===== src/rtl/sub_seq_ctrl_pkg.sv =====
// Shared definitions for the nibble-serial subtractor.
// Reversible gate cells are modelled as functions; only the non-passthrough
// outputs are returned.
package sub_seq_ctrl_pkg;

  localparam int unsigned SLICE_W = 4;

  typedef enum logic [1:0] {
    IDLE = 2'd0,
    RUN  = 2'd1,
    DONE = 2'd2
  } state_t;

  // Feynman (CNOT) cell: Q = A ^ B
  function automatic logic feynman(input logic a, input logic b);
    return a ^ b;
  endfunction

  // Peres cell: {Q, R} = {A ^ B, (A & B) ^ C}
  function automatic logic [1:0] peres(input logic a, input logic b, input logic c);
    return {a ^ b, (a & b) ^ c};
  endfunction

endpackage


===== src/rtl/sub_nibble_slice.sv =====
// 4-bit a - b - bin slice built as a + ~b + ~bin from Feynman inverters and
// Peres-pair full adders; bout is the inverted final carry.
module sub_nibble_slice
  import sub_seq_ctrl_pkg::*;
(
  input  logic [SLICE_W-1:0] a,
  input  logic [SLICE_W-1:0] b,
  input  logic               bin,
  output logic [SLICE_W-1:0] diff,
  output logic               bout
);

  logic [SLICE_W:0] c;
  logic [1:0]       p1;
  logic [1:0]       p2;
  logic             nb;

  // ripple through the four gate-level full adders
  always_comb begin
    c    = '0;
    diff = '0;
    p1   = '0;
    p2   = '0;
    nb   = 1'b0;
    c[0] = feynman(bin, 1'b1);
    for (int unsigned i = 0; i < SLICE_W; i++) begin
      nb        = feynman(b[i], 1'b1);
      p1        = peres(a[i], nb, 1'b0);
      p2        = peres(p1[1], c[i], p1[0]);
      diff[i]   = p2[1];
      c[i+1]    = p2[0];
    end
    bout = feynman(c[SLICE_W], 1'b1);
  end

endmodule


===== src/rtl/sub_seq_ctrl.sv =====
// Nibble-serial two's-complement subtractor, one 4-bit slice per cycle.
// Optional: define SUB_SEQ_SAT_EN to saturate out_diff on signed overflow.
module sub_seq_ctrl
  import sub_seq_ctrl_pkg::*;
#(
  parameter int unsigned NIBBLES = 4
) (
  input  logic                         clk,
  input  logic                         rst_n,
  input  logic                         in_valid,
  output logic                         in_ready,
  input  logic [SLICE_W*NIBBLES-1:0]   in_a,
  input  logic [SLICE_W*NIBBLES-1:0]   in_b,
  input  logic                         flush,
  output logic                         out_valid,
  input  logic                         out_ready,
  output logic [SLICE_W*NIBBLES-1:0]   out_diff,
  output logic                         out_borrow,
  output logic                         out_zero,
  output logic                         out_parity,
  output logic                         out_sign,
  output logic                         out_overflow,
  output logic                         busy
);

  localparam int unsigned W     = SLICE_W * NIBBLES;
  localparam int unsigned IDX_W = (NIBBLES > 1) ? $clog2(NIBBLES) : 1;

  state_t             state, state_n;
  logic [W-1:0]       a_q, b_q, diff_q, res;
  logic [IDX_W-1:0]   idx;
  logic               borrow;
  logic [SLICE_W-1:0] a_nib, b_nib, d_nib;
  logic               bout;
  logic               accept, last, ovf;

  assign accept = (state == IDLE) && in_valid && !flush;
  assign last   = (idx == IDX_W'(NIBBLES - 1));
  assign a_nib  = a_q[idx*SLICE_W +: SLICE_W];
  assign b_nib  = b_q[idx*SLICE_W +: SLICE_W];

  sub_nibble_slice u_slice (
    .a    (a_nib),
    .b    (b_nib),
    .bin  (borrow),
    .diff (d_nib),
    .bout (bout)
  );

  // state register
  always_ff @(posedge clk or negedge rst_n) begin
    if (!rst_n) state <= IDLE;
    else        state <= state_n;
  end

  // next-state: flush wins over everything, including a new offer
  always_comb begin
    state_n = state;
    if (flush) begin
      state_n = IDLE;
    end else begin
      unique case (state)
        IDLE:    if (in_valid) state_n = RUN;
        RUN:     if (last)     state_n = DONE;
        DONE:    if (out_ready) state_n = IDLE;
        default: state_n = IDLE;
      endcase
    end
  end

  // operand capture and per-cycle slice accumulation
  always_ff @(posedge clk or negedge rst_n) begin
    if (!rst_n) begin
      a_q    <= '0;
      b_q    <= '0;
      diff_q <= '0;
      idx    <= '0;
      borrow <= 1'b0;
    end else if (accept) begin
      a_q    <= in_a;
      b_q    <= in_b;
      diff_q <= '0;
      idx    <= '0;
      borrow <= 1'b0;
    end else if (state == RUN && !flush) begin
      diff_q[idx*SLICE_W +: SLICE_W] <= d_nib;
      borrow                         <= bout;
      idx                            <= last ? '0 : idx + 1'b1;
    end
  end

  // result/flag formation from the full-width difference; all zero outside DONE
  always_comb begin
    ovf = (a_q[W-1] ^ b_q[W-1]) & (a_q[W-1] ^ diff_q[W-1]);
    res = diff_q;
`ifdef SUB_SEQ_SAT_EN
    if (ovf) res = a_q[W-1] ? {1'b1, {(W-1){1'b0}}} : {1'b0, {(W-1){1'b1}}};
`endif
    in_ready     = (state == IDLE);
    busy         = (state != IDLE);
    out_valid    = (state == DONE);
    out_diff     = '0;
    out_borrow   = 1'b0;
    out_zero     = 1'b0;
    out_parity   = 1'b0;
    out_sign     = 1'b0;
    out_overflow = 1'b0;
    if (state == DONE) begin
      out_diff     = res;
      out_borrow   = borrow;
      out_zero     = (res == '0);
      out_parity   = ^res;
      out_sign     = res[W-1];
      out_overflow = ovf;
    end
  end

endmodule


===== config.mk =====
export PLATFORM = sky130hd
export DESIGN_NAME = sub_seq_ctrl
export DESIGN_NICKNAME = d
export VERILOG_FILES = /design/src/rtl/sub_seq_ctrl_pkg.sv /design/src/rtl/sub_nibble_slice.sv /design/src/rtl/sub_seq_ctrl.sv
export SDC_FILE = /design/constraint.sdc
export NUM_CORES = 1
export LEC_CHECK = 0
export BUFFER_PORTS_ARGS = -buffer_cell sky130_fd_sc_hd__buf_2
export CAP_MARGIN = 10
export CORE_MARGIN = 1.5
export CORE_UTILIZATION = 45
export DETAILED_ROUTE_END_ITERATION = 10
export PLACE_DENSITY = 0.68
export SYNTH_ARGS = -nofsm -noshare
export SYNTH_HDL_FRONTEND = slang
export SYNTH_SLANG_ARGS = --single-unit

===== constraint.sdc =====
create_clock -name clk -period 7.4 [get_ports clk]
set_clock_uncertainty 0.05 [all_clocks]
set_input_delay 1.11 -clock clk [delete_from_list [all_inputs] [get_ports clk]]
set_output_delay 1.11 -clock clk [all_outputs]
set_load 0.05 [all_outputs]

; Word level (Yosys, flattened, before mapping)
; Cells that the tools add are included.
[word_totals]
mem_bits_rw = 0
out_inout_bits = 24
reg_bits = 53
mem_bits_ro = 0
mem_count = 0
inputBits = 37
elab_cells = 76
latch_bits = 0
[op_classes]
add_sub_neg = 2
eq_ne = 6
bitwise_logic = 29
n_reduce_logical = 10
div = 0
n_mul = 0
order_cmp = 0
n_mux = 19
shift = 4
[ops]
columns = operator, n
row1 = 16-bit 2-to-1 mux, 3
row2 = 4-bit negator with 34-bit output, 1
row3 = 4-bit by 34-bit variable shift with 16-bit output (first input constant), 1
row4 = 4-bit by 34-bit indexed part select with 16-bit output, 1
row5 = 16-bit by 5-bit indexed part select with 4-bit output, 2
row6 = 16-bit bitwise mux, 1
row7 = 16-bit zero test, 1
row8 = 16-bit XOR reduction, 1
row9 = 2-bit 2-to-1 mux, 7
row10 = 1-bit bitwise XOR, 14
row11 = 1-bit bitwise AND, 9
row12 = 1-bit 2-to-1 mux, 7
row13 = 3-bit by 2-bit != test with 1-bit output (second input constant), 2
row14 = 1-bit inverter, 6
row15 = 2-bit case mux with 3 select lines, 1
row16 = 2-bit == test (second input constant), 2
row17 = 2-bit nonzero test, 2
row18 = 1-bit logical AND, 3
row19 = 3-bit != test (second input constant), 1
row20 = 3-bit AND reduction, 1
row21 = 2-bit by 1-bit adder with 2-bit output (second input constant), 1
row22 = 2-bit by 1-bit == test with 1-bit output (second input constant), 1
row23 = 2-bit zero test, 1
row24 = 1-bit zero test, 1

; Longest topological paths before layout
[logic_depth]
ltp_word = 14
depth_mapped = 11
depth_no_buf = 10

; Hierarchy
; Synthesis repeated with hierarchy kept, for this count alone.
[unflattened]
hier_cells = 229
area_unflattened_um2 = 2982.9
[modules_own_cells]
columns = mod, area_per_inst_um2, n_inst, cells_each, seq_area_each_um2
row1 = sub_seq_ctrl, 2872.8, 1, 217, 1326.3
row2 = sub_nibble_slice, 110.1, 1, 12, 0.0

; Least setup slack after synthesis
; No wires, ideal clock.
[synth_timing]
path_kind = reg-to-reg
from = reg idx[0]
to = reg diff_q[11]
synth_period_minus_slack_ns = 3.266
path_buffers = 1
required_ns = 7.266
stages_incl_launch_ff = 11
setup_time_ns = 0.084
t_arrival_ns = 3.132
setup_slack_ns = 4.134
cell_sequence = dfrtp_1 buf_4 mux4_2 fa_1 fa_1 fa_1 inv_1 fa_1 inv_1 nand2_1 o21ai_0
[synth_via]
elab_chain_cells = 14
elab_cells_between_ends = 29
cone_classes = 1 x add/sub / 4 x shift / 3 x mux / 21 x bitwise
[synth_lines]
columns = item, line_no
row1 = from (decl), sub_seq_ctrl.sv:31  ; logic [IDX_W-1:0] idx;
row2 = from (signal assigned), sub_seq_ctrl.sv:88  ; idx <= last ? '0 : idx + 1'b1;
row3 = 16-bit by 5-bit indexed part select with 4-bit output, sub_seq_ctrl.sv:40  ; assign b_nib = b_q[idx*SLICE_W +: SLICE_W];
row4 = 1-bit inverter (no source line), --
row5 = 1-bit bitwise XOR, sub_seq_ctrl_pkg.sv:21  ; return {a ^ b, (a & b) ^ c};
row6 = 1-bit bitwise AND, sub_seq_ctrl_pkg.sv:21
row7 = 1-bit bitwise XOR, sub_seq_ctrl_pkg.sv:21
row8 = 1-bit bitwise AND, sub_seq_ctrl_pkg.sv:21
row9 = 1-bit bitwise XOR, sub_seq_ctrl_pkg.sv:21
row10 = 1-bit bitwise AND, sub_seq_ctrl_pkg.sv:21
row11 = 1-bit bitwise XOR (2 in a row), sub_seq_ctrl_pkg.sv:21
row12 = 4-bit by 34-bit indexed part select with 16-bit output, sub_seq_ctrl.sv:86  ; diff_q[idx*SLICE_W +: SLICE_W] <= d_nib;
row13 = 16-bit bitwise mux *, sub_seq_ctrl.sv:86
row14 = 16-bit 2-to-1 mux *, sub_seq_ctrl.sv:85  ; end else if (state == RUN && !flush) begin
row15 = 16-bit 2-to-1 mux *, sub_seq_ctrl.sv:79  ; end else if (accept) begin
row16 = "to (signal, indexed assignment)", sub_seq_ctrl.sv:86
row17 = to (decl), sub_seq_ctrl.sv:30  ; logic [W-1:0] a_q, b_q, diff_q, res;
; Every way passes the cells marked *; elsewhere a longest branch is shown, timed or not. The select of a mux whose other input is x is not followed.
; A chain may end at the register's enable or synchronous reset.

; Worst setup path in the final report
; Same ends and word-level chain as after synthesis.

==> flow_summary_export.csv <==
group,metric,value,unit
detailed_routing,postRouteAntennaNets,0,
setup_path,slowest_stage,"dfrtp_1",
setup_path,cp_cell_sequence,"mux4_2, fa_1, fa_1, fa_1, inv_1, fa_1, inv_1, nand2_1, o21ai_0",
logic_synthesis,ys_seq_area_frac,0.4503,
power_and_ir_drop,ir_drop,0.0001406,V
logic_synthesis,yosysTopAreaCell,"dfrtp_1",
timing,fmax,0.2815,GHz
logic_synthesis,ys_warn_count,0,
floorplanning,die_height,83.90,um
power_and_ir_drop,combPwrFrac,0.368,
power_and_ir_drop,leakage,1.636,nW
cts,cts_htree_levels,2,
global_routing,first_global_vias,1927,
global_routing,grtUsageTotal,0.1667,
logic_synthesis,synth_xor_area_frac,0.02082,
setup_path,worstPathRequired,7.57,ns
detailed_routing,via_count,1880,
global_routing,grt_max_degree,54,
placement,place_area,3258,um2
cells_and_area,area.growth.synth_to_final,13.55,%
logic_synthesis,ys_seq_elements,53,
logic_synthesis,synth_top_family_by_area,"multiplexers",
logic_synthesis,synthAdderAreaFrac,0.07816,
setup_path,timing.critical_path.buf_inv,2,
detailed_routing,drcViolationCount,0,
setup_path,start_kind,"flop",
power_and_ir_drop,swShare,0.3248,
logic_synthesis,synth_compound_area_frac,0.06415,
detailed_routing,drtIter0Drc,94,
cts,clock_sinks,53,
logic_synthesis,synthTopCellsByArea,"dfrtp_1 45%, mux2_4 13%, mux4_2 6.1%, ha_1 5.1%, inv_1 3.7%",
cells_and_area,fin_nets,346,
cts,cts_setup_buffers,0,
cts,numCtsBuffers,5,
floorplanning,die_w,83.90,um
cts,cts-root-buf,"clkbuf_8",
cts,cts_tree,"done",
setup_path,endpoint_kind,"flop",
cts,ctsResizeCount,0,
detailed_routing,drt_pass1_iterations,4,
global_routing,antenna_found_initial,0,
setup_path,arrival,3.73,ns
logic_synthesis,yosys.area_share.simple,0.09941,
timing,fin_crit_sh,0.4800,
timing,max_slew_margin,0.4940,
setup_path,criticalPathCategory,"flop to flop",
power_and_ir_drop,power_frac_seq,0.447,
global_routing,grt_pass1_wl,9308,um
placement,numPortBuffers,60,
cts,clk_pin_slew_worst_paths,0.09,ns
timing,fin_setup_tns,0,ns
logic_synthesis,syn_area_per_cell,12.59,um2
timing,min_period,3.552,ns
floorplanning,die_area,7039,um2
cts,clock_path_buffers,2,
logic_synthesis,muxShareOfSynthArea,0.2167,
timing,finalSetupViolations,0,
cells_and_area,diodes,0,
worst_hold_path,hp-class,"flop to flop",
cts,worstSkewPairLatency,0.30,ns
setup_path,critPathMaxStageDelay,0.84,ns
floorplanning,core,6350,um2
timing,slew_violations,0,
detailed_routing,totalWireLength,5260,um
cells_and_area,final_cell_area,3344,um2
logic_synthesis,syn-cell-area,2945,um2
power_and_ir_drop,pwr-share-clk,0.185,
logic_synthesis,syn_inst,234,
setup_path,cp_top_family,"adder cells",
cts,hold_buffers,0,
timing,final_hold_viol_count,0,
run,maxCapViolations,0,
power_and_ir_drop,p_per_area,259.6,nW/um2
cells_and_area,drive_above_1_share,0.3925,
floorplanning,ios,61,
floorplanning,initial_utilization,0.4638,
logic_synthesis,synth_nets,287,
global_routing,grt_overflow,0,
power_and_ir_drop,power_switching,0.0002820,W
logic_synthesis,ys_types,35,
setup_path,crit_fanout,16,
placement,gp_congestion,0.7583,
power_and_ir_drop,p_int,0.0005863,W
outcome,outcome,"finished, final reports clean",
timing,worst_slew_pin_slew,0.7590,ns
detailed_routing,routed_via_density,5.081,
logic_synthesis,synth_top_area_share,0.4503,
placement,post-dp-hpwl,3973,um
detailed_routing,routedWlPerCell,14.22,um
timing,rsz0062_at_grt,"no",
floorplanning,num_rows,29,
setup_path,cpMostUsedCell,"fa_1",
==> final cells by class <==
class	count	area, um2
inverter	29	108.9
multi-input combinational	142	1411
sequential	53	1326
tap	77	96.34
fill	579	3005
timing repair buffer	62	315.3
clock buffer	7	86.33
==> registers in the layout, indices dropped and copies added, names as in the netlist <==
register	count
a_q	16
b_q	16
diff_q	16
idx	2
state	2
borrow	1
==> stage by stage <==
step	total power (W)	utilization	setup WS (ns)	hold slack, ns	std cells
after floorplan	0.0006363	-	4.134	0.4158	234
after global placement	0.0007053	0.5131	3.865	0.4277	363
after detailed placement	0.0007144	0.5131	3.832	0.4367	363
after CTS	0.0008759	0.5267	3.805	0.4580	370
after global routing	0.0009303	0.5267	3.581	0.4701	370
final	0.0008683	0.5267	3.848	0.4521	370
==> synthesized netlist by cell type (all sizes together) <==
library cell   n
fa             4
nor2          26
o31ai          1
xnor2          5
nor3b          2
clkbuf         1
xor2           2
inv           29
and2           3
o21ai          8
ha            12
nand4          2
a22o          12
buf            9
mux4           8
nor2b          1
a32o           2
mux2          32
nand3          5
nor3           2
or2b           1
nand3b         2
nor4b          1
a21oi          2
a31oi          1
nand2          8
dfrtp         53
==> layer usage <==
layer,up-vias,routed length (um),part of all wire,global-route usage
met2,56,2390,0.45,0.2625
met1,896,2514,0.48,0.2298
met3,7,271,0.052,0.03956
met4,0,83,0.016,0.05216
li1,921,-,-,-
met5,-,0,0,0
==> final timing paths <==
check | start | endpoint | slack (ns) | cells past startpoint
hold / removal | diff_q[13] | diff_q[13] | 0.45 | 1
setup / recovery | idx[0] | diff_q[11] | 3.85 | 9
min in group asynchronous | rst_n | a_q[15] | 0.86 | 2
setup reg to reg | idx[0] | diff_q[11] | 3.85 | 9
hold reg to reg | diff_q[13] | diff_q[13] | 0.45 | 1
max in group asynchronous | rst_n | b_q[7] | 5.99 | 2
==> power by group through the flow <==
| stage | clock [W] | combinational, W | sequential, W |
|---|---|---|---|
| 3_5_place_dp | 0 | 0.000321 | 0.000394 |
| 3_3_place_gp | 0 | 0.000311 | 0.000394 |
| 2_1_floorplan | 0 | 0.000267 | 0.000369 |
| 4_1_cts | 0.000166 | 0.000321 | 0.000388 |
| 6_report | 0.000160 | 0.000320 | 0.000388 |
| 5_1_grt | 0.000176 | 0.000358 | 0.000396 |
==> layout by cell type, fill, tap and decap left out, types with 2 or more instances in the layout <==
master,Yosys,layout
nor2_4,2,2
nand3_1,5,5
nor2_1,24,24
mux4_2,8,8
nor3b_2,2,2
fa_1,4,4
a22o_1,12,12
xnor2_1,5,5
nand4_1,2,2
nand2_1,7,7
mux2_2,6,6
buf_2,2,60
a21oi_1,2,2
ha_1,12,12
buf_4,3,2
clkbuf_8,0,6
o21ai_0,7,7
mux2_4,26,26
and2_1,3,3
nor3_1,2,2
xor2_1,2,2
dfrtp_1,53,53
inv_1,29,29
a32o_1,2,2
==> kinds of logic (layout without fill, tap and decap cells) <==
group / count (synthesis) / in the layout
DFF: 53 / 53
and+or+nand+nor: 53 / 53
AOI/OAI and AO/OA: 26 / 26
adders and majority gates: 16 / 16
buffers and inverters: 39 / 98
muxes: 40 / 40
xor gates and xnor gates: 7 / 7
Power figures use the tool's default switching activity.
